--- src/rtl/rpn_cmd_parser.sv ---
// ASCII RPN character stream to stack-calculator command parser.
// Optional build macro: DIGIT_OVF_ERR_EN (literal overflow is an error instead of wrapping).
module rpn_cmd_parser #(
  parameter int         WIDTH    = 8,
  parameter logic [7:0] SEP_CHAR = 8'h20
) (
  input  logic             clk,
  input  logic             reset,
  input  logic [7:0]       char_in,
  input  logic             char_valid,
  output logic             char_ready,
  input  logic             calc_valid,
  output logic [2:0]       op,
  output logic [WIDTH-1:0] in,
  output logic             apply,
  output logic             line_done,
  output logic             error
);

  typedef enum logic [1:0] {IDLE, EMIT_NUM, EMIT_OP, ERROR} state_t;

  state_t           state;
  logic [WIDTH-1:0] acc;
  logic             pending;
  logic [2:0]       op_latch;

  logic             accept;
  logic             is_digit;
  logic             is_op;
  logic [2:0]       opcode;
`ifdef DIGIT_OVF_ERR_EN
  logic [WIDTH+3:0] acc_full;
  logic             ovf;
`else
  logic [WIDTH-1:0] acc_full;
`endif

  assign char_ready = (state == IDLE) && calc_valid;
  assign accept     = char_valid && char_ready;
  assign is_digit   = (char_in >= 8'h30) && (char_in <= 8'h39);

`ifdef DIGIT_OVF_ERR_EN
  // Extra 4 bits hold acc*10+9 exactly so overflow can be detected.
  assign acc_full = ({4'b0000, acc} << 3) + ({4'b0000, acc} << 1)
                  + (WIDTH+4)'(char_in[3:0]);
  assign ovf      = |acc_full[WIDTH+3:WIDTH];
`else
  assign acc_full = (acc << 3) + (acc << 1) + WIDTH'(char_in[3:0]);
`endif

  always_comb begin
    is_op  = 1'b1;
    opcode = 3'd0;
    case (char_in)
      8'h2B:   opcode = 3'd2;
      8'h2A:   opcode = 3'd3;
      8'h2D:   opcode = 3'd4;
      8'h2F:   opcode = 3'd5;
      8'h25:   opcode = 3'd6;
      8'h64:   opcode = 3'd1;
      default: is_op  = 1'b0;
    endcase
  end

  always_ff @(posedge clk or posedge reset) begin
    if (reset) begin
      state     <= IDLE;
      acc       <= '0;
      pending   <= 1'b0;
      op_latch  <= '0;
      op        <= '0;
      in        <= '0;
      apply     <= 1'b0;
      line_done <= 1'b0;
      error     <= 1'b0;
    end else begin
      apply     <= 1'b0;
      line_done <= 1'b0;
      // Loss of calculator valid overrides everything, including a queued EMIT_OP.
      if (state != ERROR && !calc_valid) begin
        state <= ERROR;
        error <= 1'b1;
      end else begin
        case (state)
          IDLE: begin
            if (accept) begin
              if (is_digit) begin
`ifdef DIGIT_OVF_ERR_EN
                if (ovf) begin
                  state <= ERROR;
                  error <= 1'b1;
                end else begin
                  acc     <= acc_full[WIDTH-1:0];
                  pending <= 1'b1;
                end
`else
                acc     <= acc_full;
                pending <= 1'b1;
`endif
              end else if (char_in == SEP_CHAR || char_in == 8'h0A) begin
                if (pending) begin
                  apply   <= 1'b1;
                  op      <= 3'd0;
                  in      <= acc;
                  acc     <= '0;
                  pending <= 1'b0;
                end
                line_done <= (char_in == 8'h0A);
              end else if (is_op) begin
                apply <= 1'b1;
                if (pending) begin
                  op       <= 3'd0;
                  in       <= acc;
                  acc      <= '0;
                  pending  <= 1'b0;
                  op_latch <= opcode;
                  state    <= EMIT_NUM;
                end else begin
                  op <= opcode;
                end
              end else begin
                state <= ERROR;
                error <= 1'b1;
              end
            end
          end
          EMIT_NUM: begin
            apply <= 1'b1;
            op    <= op_latch;
            state <= EMIT_OP;
          end
          EMIT_OP: state <= IDLE;
          ERROR:   error <= 1'b1;
        endcase
      end
    end
  end

endmodule

--- config.mk ---
export PLATFORM = sky130hd
export DESIGN_NAME = rpn_cmd_parser
export DESIGN_NICKNAME = d
export VERILOG_FILES = /design/src/rtl/rpn_cmd_parser.sv
export SDC_FILE = /design/constraint.sdc
export NUM_CORES = 1
export LEC_CHECK = 0
export BUFFER_PORTS_ARGS = -buffer_cell sky130_fd_sc_hd__buf_2
export CORE_MARGIN = 2
export CORE_UTILIZATION = 50
export DETAILED_ROUTE_END_ITERATION = 12
export PLACE_DENSITY = 0.72
export SETUP_SLACK_MARGIN = 0.5
export SLEW_MARGIN = 40
export SYNTH_ARGS = -nofsm -noshare
export SYNTH_HDL_FRONTEND = slang
export SYNTH_SLANG_ARGS = --single-unit
--- constraint.sdc ---
create_clock -name clk -period 2.7 [get_ports clk]
set_input_delay 0 -clock clk [delete_from_list [all_inputs] [get_ports clk]]
set_output_delay 0 -clock clk [all_outputs]
set_load 0.05 [all_outputs]
==> flow_summary.json <==
{
  "drt.antenna.violating_nets": 0,
  "firstDrtPassIters": 4,
  "start_util": 0.5286,
  "cp.arrival_ns": 2.40,
  "yosysWarnings": 0,
  "cts_buffers": 3,
  "htree_levels": 1,
  "final_cell_count_no_fill": 245,
  "async_reset_ff_frac": 1.000,
  "avgSynthCellArea_um2": 10.58,
  "hold_depth": 3,
  "hold_class": "in2reg",
  "seq_area_frac_synth": 0.3941,
  "final_common_cell": "dfrtp_1",
  "rows": 21,
  "grt_usage": 0.1896,
  "critical_path_required_ns": 2.93,
  "r2r_end": "acc[6]$_DFFE_PP0P_",
  "r2r-start": "acc[0]$_DFFE_PP0P_",
  "end_kind": "flip-flop",
  "design_area_um2": 2037,
  "core_area_um2": 3363,
  "syn-num-nets": 195,
  "relSlewSlack": 0.6103,
  "layout_common_cells": "28 x dfrtp_1, 26 x buf_2, 18 x nand2_1",
  "port-buffer-count": 26,
  "avgViaCountPerCell": 5.478,
  "timing.fmax_mhz": 460.8,
  "final.min_clock_period_ns": 2.170,
  "ir_worst_vdd_mv": 0.2662,
  "drc": 0,
  "ys_types": 47,
  "hold_ws_ns": 0.01528,
  "fp.dieW_um": 63.63,
  "path_clk_slew_ns": 0.16,
  "ys.flop_type": "dfrtp_1",
  "layout-drive-gt1-share": 0.2864,
  "placed_area_um2": 1939,
  "grt_max_degree": 29,
  "route.vias.total": 1342,
  "syn_area_um2": 1778,
  "grt_pass1_vias": 1389,
  "cts_tree": "done",
  "worst-setup-path-type": "reg2reg",
  "synth_cells": 168,
  "clock_sinks": 28,
  "finalCritPeriodShare": 0.8037,
  "skew_ns": 0.002272,
  "cp_max_fo": 4,
  "cap_viol_max_count": 0,
  "diodes": 0,
  "routed_wl_um": 3448,
  "clk_latency_ns": 0.33,
  "r2r_setup_slack_ns": 0.53,
  "synth_edf_count": 0,
  "grt_overflow": 0,
  "hold_violations": 0,
  "min_to": "acc[0]$_DFFE_PP0P_",
  "area_growth_pct": 14.57,
  "fin_setup_tns_ns": 0,
  "rsz0062_at_grt": "no",
  "p_leak_nw": 1.039,
  "clockRootBuffer": "clkbuf_4",
  "final_nets": 227,
  "io_pins": 27,
  "postCtsSetupBuffers": 0,
  "gp_congestion": 0.8651,
  "worst_pin_slew_ns": 0.5836,
  "die_area_um2": 4049,
  "clockBufferDepth": 2,
  "grt_pass1_wl_um": 6113,
  "r2r_cells": 6,
  "drt_iter0_drc": 47,
  "hpwl_um": 2617,
  "start_kind": "flip-flop",
  "finalMaxSlewViolations": 0,
  "antenna_found_initial": 0,
  "die_h_um": 63.63,
  "placed_cells": 238,
  "wire_per_inst_um": 14.07,
  "hp-start": "char_in[0]",
  "p_per_area_nw_per_um2": 513.9,
  "final-setup-viol-count": 0,
  "ys_ff_latch": 28,
  "outcome": "finished clean"
}
[through the flow]
| step | worst slack (ns) | util | power [mW] |
|---|---|---|---|
| after detailed placement | 0.5308 | 0.5766 | 0.7763 |
| after floorplan | 0.5507 | - | 0.7036 |
| after CTS | 0.5132 | 0.6012 | 1.058 |
| after global routing | 0.4916 | 0.6057 | 1.112 |
| final | 0.5300 | 0.6057 | 1.047 |
| after global placement | 0.5941 | 0.5766 | 0.7663 |
[repair_timing]
action | in CTS | in global routing
hold buffers | 3 | 0
endpoints found under the setup margin | 0 | 5
hold endpoints to repair | 30 | 0
gates resized for setup | 0 | 4
[per-layer routing]
metal,wire [µm],track usage,up-vias
li1,-,-,662
met1,1414,0.2155,650
met2,1912,0.3526,28
met3,101,0.03214,2
met4,20,0.06793,0
met5,0,0,-
[final cells by class]
class / instances / area (µm²)
Fill cell: 305 / 1326
Multi-Input combinational cell: 124 / 1002
Sequential cell: 28 / 700.7
Timing Repair Buffer: 31 / 178.9
Tap cell: 46 / 57.56
Inverter: 12 / 45.04
Clock inverter: 1 / 30.03
Clock buffer: 3 / 22.52
[state kept, by name, indices dropped and copies added, names as in the netlist]
| signal | count |
|---|---|
| op_latch | 3 |
| op | 3 |
| in | 8 |
| error | 1 |
| apply | 1 |
| pending | 1 |
| line_done | 1 |
| state | 2 |
| acc | 8 |
[power by group]
part	leakage (nW)	internal, mW	switching (mW)	total, mW
clock	0.0279	0.150	0.130	0.280
sequential	0.365	0.450	0.0168	0.467
combinational	0.647	0.107	0.193	0.300
total	1.04	0.707	0.339	1.05
[cell usage after synthesis, types with 3 or more instances]
cell type / n / area share
dfrtp_1: 28 / 0.39
nand2_1: 18 / 0.038
ha_1: 13 / 0.091
inv_1: 12 / 0.025
nor2_1: 9 / 0.019
mux2_2: 8 / 0.051
o22ai_1: 8 / 0.028
o21ai_0: 7 / 0.020
a21oi_1: 4 / 0.011
mux2_1: 4 / 0.025
xor2_1: 4 / 0.020
nor2b_1: 3 / 0.011
nor3b_1: 3 / 0.013
o31ai_1: 3 / 0.013
xnor2_1: 3 / 0.015
[kinds of logic after synthesis]
kind of cell	Yosys count	share of synthesized area
AO/OA/AOI/OAI	34	0.1450
XOR/XNOR	7	0.03448
adder cells (fa/ha/maj)	15	0.1140
buffers and inverters	16	0.04855
flip-flops	28	0.3941
multiplexers	15	0.09852
AND/OR/NAND/NOR	53	0.1654
[worst max-delay path: stages (launching register included)]
cell and delay [ns]:
dfrtp_1 0.46, fa_2 0.52, fa_1 0.47, a21o_1 0.21, a21oi_2 0.15, xor2_1 0.16
o22ai_1 0.09
[worst max-delay path by stage]
| stage | start | to | depth (start not counted) |
|---|---|---|---|
| floorplan | state[0]$_DFFE_PP0P_ | in[4]$_DFFE_PP0P_ | 9 |
| global placement | acc[0]$_DFFE_PP0P_ | acc[6]$_DFFE_PP0P_ | 6 |
| detailed placement | acc[0]$_DFFE_PP0P_ | acc[6]$_DFFE_PP0P_ | 6 |
| CTS | acc[0]$_DFFE_PP0P_ | acc[6]$_DFFE_PP0P_ | 6 |
| global route | acc[0]$_DFFE_PP0P_ | acc[6]$_DFFE_PP0P_ | 6 |
| finish | acc[0]$_DFFE_PP0P_ | acc[6]$_DFFE_PP0P_ | 6 |
Power figures use the tool's default switching activity.
